File: src/rtl/mem_instr_seq.sv
// Purpose : control sequencer for ld / ldi / st; drives the DataPath control strobes.
// Latency : T0 in the cycle after run is sampled; done at +9 (ld/st) or +7 (ldi), +1 per mem_ready=0 cycle.
// Backpres: stalls in T1 / T6(ld) / T7(st) until mem_ready, aborting to ERR after WAIT_MAX cycles (0 = wait forever).
//
// Ports: clock/clear (async active-low reset), run (start), ir (instruction register),
//        mem_ready (memory handshake), DataPath strobes (combinational from state, op_q, mem_ready),
//        busy/done (status), illegal/mem_err (sticky error flags, cleared by the next start from IDLE).
module mem_instr_seq #(
    parameter int          DATA_W   = 32,
    parameter logic [4:0]  OP_LD    = 5'b00000,
    parameter logic [4:0]  OP_LDI   = 5'b00001,
    parameter logic [4:0]  OP_ST    = 5'b00010,
    parameter int          WAIT_MAX = 15
) (
    input  logic              clock,
    input  logic              clear,
    input  logic              run,
    input  logic [DATA_W-1:0] ir,
    input  logic              mem_ready,
    output logic              PCout,
    output logic              MARin,
    output logic              IncPC,
    output logic              Zin,
    output logic              PCin,
    output logic              MDRin,
    output logic              IRin,
    output logic              MDRout,
    output logic              ram_read,
    output logic              ram_write,
    output logic              MD_read,
    output logic              Gra,
    output logic              Grb,
    output logic              BAout,
    output logic              Rin,
    output logic              Rout,
    output logic              Yin,
    output logic              Cout,
    output logic              Zlowout,
    output logic              busy,
    output logic              done,
    output logic              illegal,
    output logic              mem_err
);

    // A zero WAIT_MAX would give a zero-width counter; keep one bit and disable the timeout instead.
    localparam int              CNT_W    = (WAIT_MAX > 0) ? $clog2(WAIT_MAX + 1) : 1;
    localparam bit              TMO_EN   = (WAIT_MAX != 0);
    localparam logic [CNT_W-1:0] CNT_LAST = CNT_W'(WAIT_MAX - 1);

    typedef enum logic [3:0] {
        S_IDLE, S_T0, S_T1, S_T2, S_T3, S_T4, S_T5, S_T6, S_T7, S_DONE, S_ERR
    } state_t;

    state_t           state_q, state_d;
    logic [4:0]       op_q, op_d;
    logic [CNT_W-1:0] cnt_q, cnt_d;
    logic             illegal_q, illegal_d;
    logic             mem_err_q, mem_err_d;

    logic [4:0] ir_op;
    logic       ir_legal;
    logic       is_ld;
    logic       is_ldi;
    logic       tmo;

    assign ir_op    = ir[DATA_W-1 -: 5];
    assign ir_legal = (ir_op == OP_LD) || (ir_op == OP_LDI) || (ir_op == OP_ST);
    assign is_ld    = (op_q == OP_LD);
    assign is_ldi   = (op_q == OP_LDI);
    // Timeout fires in the wait cycle whose count would reach WAIT_MAX.
    assign tmo      = TMO_EN && !mem_ready && (cnt_q == CNT_LAST);

    always_comb begin
        state_d   = state_q;
        op_d      = op_q;
        cnt_d     = '0;     // counter only survives while a wait state keeps stalling
        illegal_d = illegal_q;
        mem_err_d = mem_err_q;
        PCout = 1'b0; MARin = 1'b0; IncPC = 1'b0; Zin = 1'b0; PCin = 1'b0;
        MDRin = 1'b0; IRin = 1'b0; MDRout = 1'b0; ram_read = 1'b0; ram_write = 1'b0;
        MD_read = 1'b0; Gra = 1'b0; Grb = 1'b0; BAout = 1'b0; Rin = 1'b0;
        Rout = 1'b0; Yin = 1'b0; Cout = 1'b0; Zlowout = 1'b0;

        case (state_q)
            S_IDLE: begin
                if (run) begin
                    state_d   = S_T0;
                    illegal_d = 1'b0;
                    mem_err_d = 1'b0;
                end
            end
            S_T0: begin
                PCout = 1'b1; MARin = 1'b1; IncPC = 1'b1; Zin = 1'b1;
                state_d = S_T1;
            end
            S_T1: begin
                if (mem_ready) begin
                    ram_read = 1'b1; Zlowout = 1'b1; PCin = 1'b1; MD_read = 1'b1; MDRin = 1'b1;
                    state_d  = S_T2;
                end else if (tmo) begin
                    mem_err_d = 1'b1;
                    state_d   = S_ERR;
                end else begin
                    ram_read = 1'b1;
                    cnt_d    = cnt_q + CNT_W'(1);
                end
            end
            S_T2: begin
                MDRout = 1'b1; IRin = 1'b1;
                state_d = S_T3;
            end
            S_T3: begin
                // Opcode is captured here only; ir is ignored in every other state.
                op_d = ir_op;
                if (!ir_legal) begin
                    illegal_d = 1'b1;
                    state_d   = S_ERR;
                end else begin
                    Grb = 1'b1; BAout = 1'b1; Yin = 1'b1;
                    state_d = S_T4;
                end
            end
            S_T4: begin
                Cout = 1'b1; Zin = 1'b1;
                state_d = S_T5;
            end
            S_T5: begin
                Zlowout = 1'b1;
                if (is_ldi) begin
                    Gra = 1'b1; Rin = 1'b1;
                    state_d = S_DONE;
                end else begin
                    MARin   = 1'b1;
                    state_d = S_T6;
                end
            end
            S_T6: begin
                if (is_ld) begin
                    if (mem_ready) begin
                        ram_read = 1'b1; MD_read = 1'b1; MDRin = 1'b1;
                        state_d  = S_T7;
                    end else if (tmo) begin
                        mem_err_d = 1'b1;
                        state_d   = S_ERR;
                    end else begin
                        ram_read = 1'b1;
                        cnt_d    = cnt_q + CNT_W'(1);
                    end
                end else begin
                    // st: register value into MDR with MD_read low (select bus, not memory)
                    Gra = 1'b1; Rout = 1'b1; MDRin = 1'b1;
                    state_d = S_T7;
                end
            end
            S_T7: begin
                if (is_ld) begin
                    MDRout = 1'b1; Gra = 1'b1; Rin = 1'b1;
                    state_d = S_DONE;
                end else if (mem_ready) begin
                    ram_write = 1'b1;
                    state_d   = S_DONE;
                end else if (tmo) begin
                    mem_err_d = 1'b1;
                    state_d   = S_ERR;
                end else begin
                    ram_write = 1'b1;
                    cnt_d     = cnt_q + CNT_W'(1);
                end
            end
            S_DONE: state_d = run ? S_T0 : S_IDLE;
            S_ERR:  state_d = S_IDLE;
            default: state_d = S_IDLE;
        endcase
    end

    always_ff @(posedge clock or negedge clear) begin
        if (!clear) begin
            state_q   <= S_IDLE;
            op_q      <= '0;
            cnt_q     <= '0;
            illegal_q <= 1'b0;
            mem_err_q <= 1'b0;
        end else begin
            state_q   <= state_d;
            op_q      <= op_d;
            cnt_q     <= cnt_d;
            illegal_q <= illegal_d;
            mem_err_q <= mem_err_d;
        end
    end

    assign busy    = (state_q != S_IDLE);
    assign done    = (state_q == S_DONE);
    assign illegal = illegal_q;
    assign mem_err = mem_err_q;

endmodule

File: config.mk
export PLATFORM = sky130hd
export DESIGN_NAME = mem_instr_seq
export DESIGN_NICKNAME = d
export VERILOG_FILES = /design/src/rtl/mem_instr_seq.sv
export SDC_FILE = /design/constraint.sdc
export NUM_CORES = 1
export LEC_CHECK = 0
export BUFFER_PORTS_ARGS = -buffer_cell sky130_fd_sc_hd__buf_2
export CORE_UTILIZATION = 48
export DETAILED_ROUTE_END_ITERATION = 7
export GPL_ROUTABILITY_DRIVEN = 0
export HOLD_SLACK_MARGIN = 0.06
export PLACE_DENSITY = 0.84
export SYNTH_ARGS = -nofsm -noshare
export SYNTH_HDL_FRONTEND = slang
export SYNTH_SLANG_ARGS = --single-unit
File: constraint.sdc
create_clock -name clock -period 3.6 [get_ports clock]
set_input_delay 0.36 -clock clock [delete_from_list [all_inputs] [get_ports clock]]
set_output_delay 0.36 -clock clock [all_outputs]
set_load 0.1 [all_outputs]
==> metrics.md, run 1 <==
| Metric | Value |
|---|---|
| GRT Total Usage | `23.4%` |
| Clock tree sinks | `15` |
| Hold Vio Cnt, Final | `0` |
| Register area | `375 um2` |
| Main flop type after synthesis | `dfrtp_1` |
| Synthesized net count | `175` |
| Detailed-route wire length | `2630 um` |
| Multi-input gate area | `702 um2` |
| CTS Buffer Depth | `2` |
| Register bit total from synthesis | `15` |
| CTS Buf Count | `3` |
| CP max stage cell | `dfrtp_1` |
| Gr ovfl total | `0` |
| Die Area | `2550 um2` |
| Hold Crit Start | `ir[27]` |
| DRT Pass-1 Iters | `4` |
| Routed vias | `1122` |
| Layout cell share with drive strength beyond 1 | `31.1%` |
| Initial antenna violation count | `0` |
| Clock latency on the worst-skew pair | `0.30 ns` |
| Top fanout value on the critical path | `21` |
| Drt drc | `0` |
| Final #Nets | `200` |
| Peak supply drop | `0.634 mV` |
| Crit-path cells | `nand2b_1, or3_1, o22ai_1, buf_2` |
| Crit path from | `state_q[2]` |
| Vias in the first global route | `1029` |
| H-tree levels | `1` |
| Area growth syn-to-layout | `16.7%` |
| Synth top area cells | `dfrtp_1, nor2_1, nor3_1` |
| Crit. End Element | `primary output` |
| FFs w/ async S/R, synth | `100%` |
| Largest net degree at the start of global routing | `22` |
| Die X | `50.5 um` |
| Slew at the pin closest to its max-slew limit | `0.658 ns` |
| Highest clock rate | `0.368 GHz` |
| Avg Cell Area, Syn | `8.25 um2` |
| Critical R2R Launch | `state_q[2]` |
| CP arrival | `2.36 ns` |
| CTS clock-pin slew for the worst setup and hold paths | `0.10 ns` |
| Endpoints failing setup | `0` |
| Fin Clk Skew | `0.00597 ns` |
| Slew headroom | `56.1%` |
| Final hold slack | `0.297 ns` |
| Inserted Diodes | `0` |
| Period utilisation layout | `75.4%` |
| HP Class | `input pin to register` |
| Root buffer cell | `clkbuf_4` |
| Post-synth top area share | `33.2%` |
| Slew Limit Fails | `0` |
| Count leader, synth | `dfrtp_1` |
| Dominant cell type by area after synthesis | `dfrtp_1` |
| Required time worst endpoint | `3.24 ns` |
| Fillers | `202` |
| I/O Buffers | `31` |
| Die Ht | `50.5 um` |
| Final Util | `59.6%` |
| Number of enable flip-flop cells after synthesis | `0` |
| Max-cap violation count | `0` |
| Hold Path Cell Cnt | `3` |
| Launching element type of the critical path | `register` |
| RSZ-0062 raised after global routing | `false` |
| First-pass GRT wire length | `4440 um` |
| Ys Warns | `0` |
| Max incr delay on CP | `0.63 ns` |
| Core ar. | `2210 um2` |
| Vias per cell | `5.94` |
| CTS tree | `yes` |
| Post-CTS Setup Bufs | `0` |
| Seq/Total Area, Yosys | `33.2%` |
| # rows | `17` |
| Yosys cell types | `41` |
| Power Density | `1070 nW/um2` |
| Min Tclk post-route | `2.72 ns` |
| 1st-iter DRT viols | `27` |
| Routed WL per cell | `13.9 um` |
| Pre-CTS setup slack | `1.27 ns` |
| Worst Slack Setup Final | `0.885 ns` |
| Ports | `59` |
| Status | `complete, no violations` |
| Final TNS setup | `0 ns` |
| Worst Setup Path Type | `register to primary output` |
| P_leak | `0.000600 uW` |
| Syn Std Cell Area | `1130 um2` |
| Synthesized instance count | `137` |
| Reg2Reg Depth | `4` |
| Commonest cells in the netlist | `dfrtp_1, nor2_1, nand2_1, nor3_1, o21ai_0` |
| Initial Utilization | `51.1%` |
| Post-DP HPWL | `1990 um` |
| Routed Antenna Nets | `0` |
==> timing repair <==
item,in CTS,in global routing
hold buffers,1,0
endpoints found under the hold margin,15,0
gates resized for setup,0,0
==> cell type report <==
type,count,share of cell area (%)
multi-input combinational,107,53.2
inverter,3,0.854
tap,28,2.66
clock inverter,1,0.569
sequential,15,28.5
timing repair buffer,32,12.5
clock buffer,3,1.71
==> worst paths after layout <==
check                             end  slack (ns)
min in group asynchronous    cnt_q[3]        0.48
hold / removal                op_q[0]        0.30
hold reg to reg               mem_err        0.50
setup / recovery                  Gra        0.88
max in group asynchronous  state_q[3]        2.86
setup reg to reg             cnt_q[2]        1.58
==> state kept, by name, summed over array words and instances (netlist names) <==
name and flops:
cnt_q 4, illegal 1, mem_err 1, op_q 5
state_q 4
==> placed cells by master, fill, tap and decap left out, drive strengths merged, types with 2 or more instances in the layout <==
cell | Yosys | final
xnor2 | 2 | 2
nor2 | 14 | 14
inv | 3 | 3
mux2 | 4 | 4
nand3 | 6 | 6
and3 | 2 | 2
ha | 2 | 2
nor3 | 11 | 11
buf | 5 | 31
dfrtp | 15 | 15
or2 | 2 | 2
nor4 | 3 | 3
clkbuf | 7 | 3
a21o | 2 | 2
a221oi | 3 | 3
or3 | 2 | 2
nand2b | 4 | 4
nor2b | 3 | 3
nand2 | 13 | 13
o31ai | 3 | 3
a31oi | 5 | 5
o21ai | 8 | 8
a211oi | 2 | 2
a21oi | 4 | 4
==> logic make-up after synthesis <==
logic type,share of synthesized area [%]
AND/OR/NAND/NOR,29.1
AO/OA/AOI/OAI,21.3
buffers and inverters,6.09
flip-flops,33.2
multiplexers,4.87
XOR/XNOR,2.33
adder cells (fa/ha/maj),3.10
==> power by group <==
part	leakage [uW]	total, uW	internal, uW	switching [uW]
registers	0.000194	366	223	143
logic	0.000393	941	231	710
clock network	0.0000139	103	42.4	60.2
==> metal layers <==
layer	vias up	wire [um]	track usage (%)	part of all wire (%)
li1	542	-	-	-
met1	535	1130	28.6	43
met2	41	1320	39.6	50
met3	4	156	6.36	5.9
met4	0	29	7.87	1.1
met5	-	0	0	0
==> per-stage QoR <==
step | total power [uW] | cell area, um2 | cells
after floorplan | 1180 | 1150 | 137
after global placement | 1290 | 1280 | 184
after detailed placement | 1310 | 1280 | 184
after CTS | 1410 | 1320 | 189
after global routing | 1500 | 1320 | 189
final | 1410 | 1320 | 189
==> worst max-delay path, delay by kind of cell, from the launching register on <==
family                 cells  cell delay (ns)
and+or+nand+nor            2             0.70
DFF                        1             0.63
buffers and inverters      1             0.47
AOI/OAI and AO/OA          1             0.25
No activity file was read; power rests on OpenSTA's default activity.
==> run 2: changes to the inputs <==
--- a/config.mk
+++ b/config.mk
@@ -6,11 +6,11 @@
 export NUM_CORES = 1
 export LEC_CHECK = 0
 export BUFFER_PORTS_ARGS = -buffer_cell sky130_fd_sc_hd__buf_2
-export CORE_UTILIZATION = 48
+export CORE_UTILIZATION = 40
 export DETAILED_ROUTE_END_ITERATION = 7
 export GPL_ROUTABILITY_DRIVEN = 0
 export HOLD_SLACK_MARGIN = 0.06
-export PLACE_DENSITY = 0.84
+export PLACE_DENSITY = 0.75
 export SYNTH_ARGS = -nofsm -noshare
 export SYNTH_HDL_FRONTEND = slang
 export SYNTH_SLANG_ARGS = --single-unit
==> constraint.sdc (replaced) <==
create_clock -name clock -period 2.4 [get_ports clock]
set_input_delay 0.24 -clock clock [delete_from_list [all_inputs] [get_ports clock]]
set_output_delay 0.24 -clock clock [all_outputs]
set_load 0.1 [all_outputs]
==> metrics.md, run 2 (synthesized netlist as in run 1, its figures left out) <==
| Metric | Value |
|---|---|
| I/O Buffers | `31 (unchanged)` |
| Core ar. | `2570 um2 (was 2210 um2)` |
| Tot Pwr | `2320 uW (was 1410 uW)` |
| Gr ovfl total | `0 (unchanged)` |
| Final Util | `58.3% (was 59.6%)` |
| 1st-iter DRT viols | `30 (was 27)` |
| Clock share of power | `6.5% (was 7.3%)` |
| GRT Total Usage | `21.7% (was 23.4%)` |
| Fin Clk Skew | `0.0139 ns (was 0.00597 ns)` |
| Min Tclk post-route | `2.26 ns` |
| Switching power | `1440 uW (was 913 uW)` |
| CTS Buffer Depth | `2 (unchanged)` |
| Launching element type of the critical path | `register (unchanged)` |
| Layout cell share with drive strength beyond 1 | `40.6% (was 31.1%)` |
| Peak supply drop | `1.24 mV (was 0.634 mV)` |
| Switching Fraction | `62.1% (was 64.8%)` |
| Status | `complete, no violations (unchanged)` |
| Post-Place Cell Area | `1460 um2 (was 1280 um2)` |
| CTS Buf Count | `3 (unchanged)` |
| CTS tree | `yes (unchanged)` |
| Post-DP HPWL | `2270 um (was 1990 um)` |
| Routed Antenna Nets | `0 (unchanged)` |
| Power Density | `1550 nW/um2 (was 1070 nW/um2)` |
| Die Ht | `55.1 um (was 50.5 um)` |
| Most frequent cells in the layout | `buf_2, nand2_1, dfrtp_1 (was buf_2, dfrtp_1, nor2_1)` |
| RSZ-0062 raised after global routing | `false (unchanged)` |
| Initial antenna violation count | `0 (unchanged)` |
| Die X | `55.1 um (was 50.5 um)` |
| Routed vias | `1145 (was 1122)` |
| P_leak | `0.000638 uW (was 0.000600 uW)` |
| Required time worst endpoint | `2.16 ns (was 3.24 ns)` |
| Detailed-route wire length | `2870 um (was 2630 um)` |
| Vias per cell | `5.87 (was 5.94)` |
| # rows | `18 (was 17)` |
| Drt drc | `0 (unchanged)` |
| Crit. End Element | `primary output (unchanged)` |
| Leading cell type in the layout, fill and taps excluded | `buf_2 (unchanged)` |
| DRT Pass-1 Iters | `4 (unchanged)` |
| Largest net degree at the start of global routing | `22 (unchanged)` |
| Root buffer cell | `clkbuf_4 (unchanged)` |
| Area growth syn-to-layout | `32.6% (was 16.7%)` |
| Vias in the first global route | `1005 (was 1029)` |
| Initial Utilization | `44.0% (was 51.1%)` |
| Slew headroom | `66.0% (was 56.1%)` |
| Worst Setup Path Type | `register to primary output (unchanged)` |
| Final TNS setup | `0 ns (unchanged)` |
| Routed WL per cell | `14.7 um (was 13.9 um)` |
| Die Area | `3040 um2 (was 2550 um2)` |
| Largest registers | `op_q x5, cnt_q x4, state_q x4 (unchanged)` |
| CP arrival | `2.02 ns (was 2.36 ns)` |
| Final Instance Area | `1500 um2 (was 1320 um2)` |
| Max-cap violation count | `0 (unchanged)` |
| Hold Vio Cnt, Final | `0 (unchanged)` |
| Flop pwr share | `22.3% (was 25.9%)` |
| Top fanout value on the critical path | `3 (was 21)` |
| Highest clock rate | `0.443 GHz` |
| Reg with most FFs | `op_q (unchanged)` |
| Final #Nets | `204 (was 200)` |
| H-tree levels | `1 (unchanged)` |
| Period utilisation layout | `94.1%` |
| CTS clock-pin slew for the worst setup and hold paths | `0.10 ns (about the same)` |
| Combinational share of power | `71.2% (was 66.8%)` |
| Slew at the pin closest to its max-slew limit | `0.506 ns (was 0.658 ns)` |
| First-pass GRT wire length | `4660 um (was 4440 um)` |
| HP Class | `input pin to register (unchanged)` |
| Final hold slack | `0.165 ns (was 0.297 ns)` |
| Slew Limit Fails | `0 (unchanged)` |
| Clock tree sinks | `15 (unchanged)` |
| Int Pwr | `881 uW (was 497 uW)` |
| Largest register FFs | `5 (unchanged)` |
| Ports | `59 (unchanged)` |
| Endpoints failing setup | `0 (unchanged)` |
| Clock latency on the worst-skew pair | `0.29 ns (was 0.30 ns)` |
| Inserted Diodes | `0 (unchanged)` |
## run 2: cell count changes in the layout (fill, tap and decap cells not counted), moves of 2 or more
| cell | before | now |
|---|---|---|
| buf_4 | 0 | 4 |
| buf_12 | 0 | 5 |
| nor3_4 | 0 | 2 |
| nor3_1 | 8 | 6 |
| dfrtp_1 | 15 | 13 |
| buf_2 | 31 | 26 |
| nor2_2 | 0 | 4 |
| dfrtp_2 | 0 | 2 |
| nor2_1 | 14 | 9 |
## run 2: stage by stage
stage | setup WS (ns) | instances
2_1_floorplan | -0.380 | 137
3_3_place_gp | 0.380 | 190
3_5_place_dp | 0.360 | 190
4_1_cts | 0.0248 | 195
5_1_grt | 0.0655 | 195
6_report | 0.142 | 195
## run 2: what timing repair did
item	4_1_cts	5_1_grt
setup buffers	0	0
hold buffers	1	0
endpoints found under the hold margin	15	0
setup endpoints to repair	0	5
resized for setup	0	2
## run 2: final timing paths
check                             start         end  slack, ns  cells after the start
max in group asynchronous         clear  state_q[1]       1.72                      2
min in group asynchronous         clear     mem_err       0.38                      2
worst max-delay path            op_q[3]    ram_read       0.14                      5
worst max register to register  op_q[3]  state_q[1]       0.57                      4
worst min-delay path             ir[27]     op_q[0]       0.17                      3
worst min register to register  mem_err     mem_err       0.49                      2
## run 2: routing by layer
| layer | vias up | wire, um | GRT usage, % | part of all wire (%) |
|---|---|---|---|---|
| li1 | 557 | - | - | - |
| met1 | 539 | 1270 | 29.2 | 44 |
| met2 | 45 | 1390 | 34.9 | 49 |
| met3 | 4 | 174 | 3.55 | 6.1 |
| met4 | 0 | 33 | 7.92 | 1.1 |
| met5 | - | 0 | 0 | 0 |
## run 2: worst max-delay path: stages, from the launching register on
cell and delay [ns]:
dfrtp_1 0.42, or4_4 0.59, o31ai_4 0.29, nand2_1 0.10, nor2_2 0.14, buf_12 0.19
## run 2: power groups by stage
stage | registers, uW | logic [uW] | clock network, uW
after floorplan | 429 | 1410 | 0
after global placement | 511 | 1630 | 0
after detailed placement | 517 | 1650 | 0
after CTS | 513 | 1660 | 155
after global routing | 541 | 1760 | 164
final | 518 | 1660 | 150
## run 2: final cells by class
cell class	instances	area [um2]
flip-flops and latches	15	378
well taps	30	37.5
repair buffers	36	270
multi-input cells	107	774
fillers	247	1070
clock buffers	4	26.3
inverters	3	11.3
==> run 3: changes to the inputs <==
--- a/config.mk
+++ b/config.mk
@@ -5,12 +5,13 @@
 export SDC_FILE = /design/constraint.sdc
 export NUM_CORES = 1
 export LEC_CHECK = 0
+export ABC_AREA = 1
 export BUFFER_PORTS_ARGS = -buffer_cell sky130_fd_sc_hd__buf_2
-export CORE_UTILIZATION = 40
+export CORE_UTILIZATION = 43
 export DETAILED_ROUTE_END_ITERATION = 7
 export GPL_ROUTABILITY_DRIVEN = 0
 export HOLD_SLACK_MARGIN = 0.06
-export PLACE_DENSITY = 0.75
+export PLACE_DENSITY = 0.79
 export SYNTH_ARGS = -nofsm -noshare
 export SYNTH_HDL_FRONTEND = slang
 export SYNTH_SLANG_ARGS = --single-unit
==> constraint.sdc (replaced) <==
create_clock -name clock -period 2.55 [get_ports clock]
set_input_delay 0.255 -clock clock [delete_from_list [all_inputs] [get_ports clock]]
set_output_delay 0.255 -clock clock [all_outputs]
set_load 0.1 [all_outputs]
==> metrics.md, run 3 <==
| Metric | Value |
|---|---|
| Status | `complete, no violations (unchanged)` |
| FFs w/ async S/R, synth | `100% (unchanged)` |
| HP Class | `input pin to register (unchanged)` |
| Worst R2R Setup Slack | `1.00 ns (was 0.57 ns)` |
| Setup crit end | `Gra (was ram_read)` |
| Initial Utilization | `46.1% (was 44.0%)` |
| Register bit total from synthesis | `15 (unchanged)` |
| Endpoints failing setup | `0 (unchanged)` |
| Worst Slack Setup Final | `0.267 ns (was 0.142 ns)` |
| Ports | `59 (unchanged)` |
| Fin Clk Skew | `0.00153 ns (was 0.0139 ns)` |
| Final Util | `55.9% (was 58.3%)` |
| Cts hold-fix bufs | `1 (unchanged)` |
| Yosys cell types | `21 (was 41)` |
| Dominant cell type by area after synthesis | `dfrtp_1 (unchanged)` |
| Critical R2R Launch | `state_q[0] (was op_q[3])` |
| Slew Limit Fails | `0 (unchanged)` |
| CTS Buffer Depth | `2 (unchanged)` |
| Gr ovfl total | `0 (unchanged)` |
| Crit. End Element | `primary output (unchanged)` |
| First-pass GRT wire length | `4250 um (was 4660 um)` |
| Highest clock rate | `0.438 GHz` |
| Multi-input gate area | `544 um2 (was 774 um2)` |
| Drt drc | `0 (unchanged)` |
| Worst Setup Path Type | `register to primary output (unchanged)` |
| Final Instance Area | `1250 um2 (was 1500 um2)` |
| Root buffer cell | `clkbuf_4 (unchanged)` |
| I/O Buffers | `31 (unchanged)` |
| Post-synth top area share | `36.5% (was 33.2%)` |
| Vias per cell | `5.15 (was 5.87)` |
| Routed WL per cell | `12.1 um (was 14.7 um)` |
| Main flop type after synthesis | `dfrtp_1 (unchanged)` |
| Largest registers | `op_q x5, cnt_q x4, state_q x4 (unchanged)` |
| Fillers | `218 (was 247)` |
| Crit path from | `state_q[0] (was op_q[3])` |
| 1st-iter DRT viols | `49 (was 30)` |
| Hold Vio Cnt, Final | `0 (unchanged)` |
| GRT Total Usage | `21.9% (was 21.7%)` |
| Capturing point of the worst reg2reg path | `mem_err (was state_q[1])` |
| Die X | `50.9 um (was 55.1 um)` |
| Slew at the pin closest to its max-slew limit | `0.495 ns (was 0.506 ns)` |
| Die Ht | `50.9 um (was 55.1 um)` |
| Synth top area cells | `dfrtp_1, nand2_1, nor2_1 (was dfrtp_1, nor2_1, nor3_1)` |
| DRT Pass-1 Iters | `4 (unchanged)` |
| H-tree levels | `1 (unchanged)` |
| Min Tclk post-route | `2.28 ns` |
| Pre-CTS setup slack | `0.626 ns (was 0.360 ns)` |
| Area growth syn-to-layout | `21.1% (was 32.6%)` |
| Top fanout value on the critical path | `6 (was 3)` |
| Most frequent cells in the layout | `nand2_1, buf_2, nor2_1 (was buf_2, nand2_1, dfrtp_1)` |
| Inserted Diodes | `0 (unchanged)` |
| Leading cell type in the layout, fill and taps excluded | `nand2_1 (was buf_2)` |
| Core ar. | `2230 um2 (was 2570 um2)` |
| Max-cap violation count | `0 (unchanged)` |
| Layout cell share with drive strength beyond 1 | `29.9% (was 40.6%)` |
| CTS resizes | `0 (unchanged)` |
| Post-Place Cell Area | `1210 um2 (was 1460 um2)` |
| Syn Std Cell Area | `1030 um2 (was 1130 um2)` |
| Largest register FFs | `5 (unchanged)` |
| Synthesized instance count | `154 (was 137)` |
| Number of enable flip-flop cells after synthesis | `0 (unchanged)` |
| Detailed-route wire length | `2590 um (was 2870 um)` |
| Count leader, synth | `nand2_1 (was dfrtp_1)` |
| Required time worst endpoint | `2.30 ns (was 2.16 ns)` |
| Die Area | `2590 um2 (was 3040 um2)` |
| Clock latency on the worst-skew pair | `0.28 ns (was 0.29 ns)` |
| RSZ-0062 raised after global routing | `false (unchanged)` |
| Register area | `375 um2 (was 378 um2)` |
| Launching element type of the critical path | `register (unchanged)` |
| Reg2Reg Depth | `8 (was 4)` |
| # rows | `17 (was 18)` |
| Avg Cell Area, Syn | `6.69 um2 (was 8.25 um2)` |
| Routed vias | `1108 (was 1145)` |
| CTS clock-pin slew for the worst setup and hold paths | `0.10 ns (about the same)` |
| Ys Warns | `0 (unchanged)` |
| CTS Buf Count | `3 (unchanged)` |
| CTS tree | `yes (unchanged)` |
| Seq/Total Area, Yosys | `36.5% (was 33.2%)` |
| Slew headroom | `67.3% (was 66.0%)` |
| Hold Path Cell Cnt | `3 (unchanged)` |
| Post-CTS Setup Bufs | `0 (unchanged)` |
| Final #Nets | `226 (was 204)` |
| CP arrival | `2.03 ns (was 2.02 ns)` |
| Post-DP HPWL | `2050 um (was 2270 um)` |
| Routed Antenna Nets | `0 (unchanged)` |
| Clock tree sinks | `15 (unchanged)` |
| Period utilisation layout | `89.5%` |
| Largest net degree at the start of global routing | `16 (was 22)` |
| Vias in the first global route | `996 (was 1005)` |
| Commonest cells in the netlist | `nand2_1, nor2_1, inv_1, nand3_1, dfrtp_1 (was dfrtp_1, nor2_1, nand2_1, nor3_1, o21ai_0)` |
| Initial antenna violation count | `0 (unchanged)` |
| Reg with most FFs | `op_q (unchanged)` |
| Synthesized net count | `192 (was 175)` |
[run 3: cell count changes after synthesis, sizes merged, moves of 5 or more]
| cell | previous run | this run |
|---|---|---|
| nor3 | 11 | 5 |
| inv | 3 | 26 |
| nand3 | 6 | 18 |
| clkbuf | 7 | 0 |
| nand2 | 13 | 39 |
| a31oi | 5 | 0 |
| nor2 | 14 | 29 |
[run 3: cell type report]
| type | count | area share (%) |
|---|---|---|
| sequential | 15 | 30.1 |
| tap | 28 | 2.81 |
| multi-input combinational | 110 | 43.6 |
| inverter | 26 | 7.82 |
| clock buffer | 3 | 1.81 |
| timing repair buffer | 32 | 13.2 |
| clock inverter | 1 | 0.602 |
[run 3: metal layers]
| layer | share of wire [%] | wire [um] | GRT usage (%) | up-vias |
|---|---|---|---|---|
| met5 | 0 | 0 | 0 | - |
| li1 | - | - | - | 546 |
| met2 | 49 | 1260 | 39.9 | 53 |
| met4 | 1.0 | 27 | 7.41 | 0 |
| met3 | 7.1 | 183 | 2.68 | 4 |
| met1 | 43 | 1120 | 26.1 | 505 |
[run 3: kinds of logic (layout without fill, tap and decap cells)]
kind of cell    after synthesis  after routing  share of synthesized area (%)
flops                        15             15                           36.5
fa+ha+maj                     2              2                           2.43
buf+inv                      29             62                           11.7
simple gates                 92             92                           40.5
compound gates               14             14                           7.29
xor+xnor                      2              2                           1.70
[run 3: critical path, cell delays in order, from the launching register on]
cell and delay [ns]:
dfrtp_1 0.46, nor2_1 0.30, nand2_1 0.17, inv_2 0.10, nand2_1 0.11, nand2_1 0.08
nor2_1 0.06, inv_1 0.05, buf_2 0.41
[run 3: worst min path at each step]
stage,startpoint,slack [ns],endpoint
global route,ir[28],0.18,op_q[1]
CTS,ir[28],0.17,op_q[1]
floorplan,clear,-0.04,cnt_q[0]
detailed placement,clear,0.18,cnt_q[2]
global placement,clear,0.17,cnt_q[3]
finish,ir[28],0.18,op_q[1]
[run 3: stage by stage]
step,std cells,hold slack [ns],setup TNS (ns)
2_1_floorplan,154,-0.0406,-0.141
3_3_place_gp,210,0.175,0
4_1_cts,215,0.171,0
6_report,215,0.184,0
5_1_grt,215,0.184,0
3_5_place_dp,210,0.182,0
Power of run 3 is not shown: default switching activity piles up to over one toggle a cycle in this logic, so the estimate is an artifact.
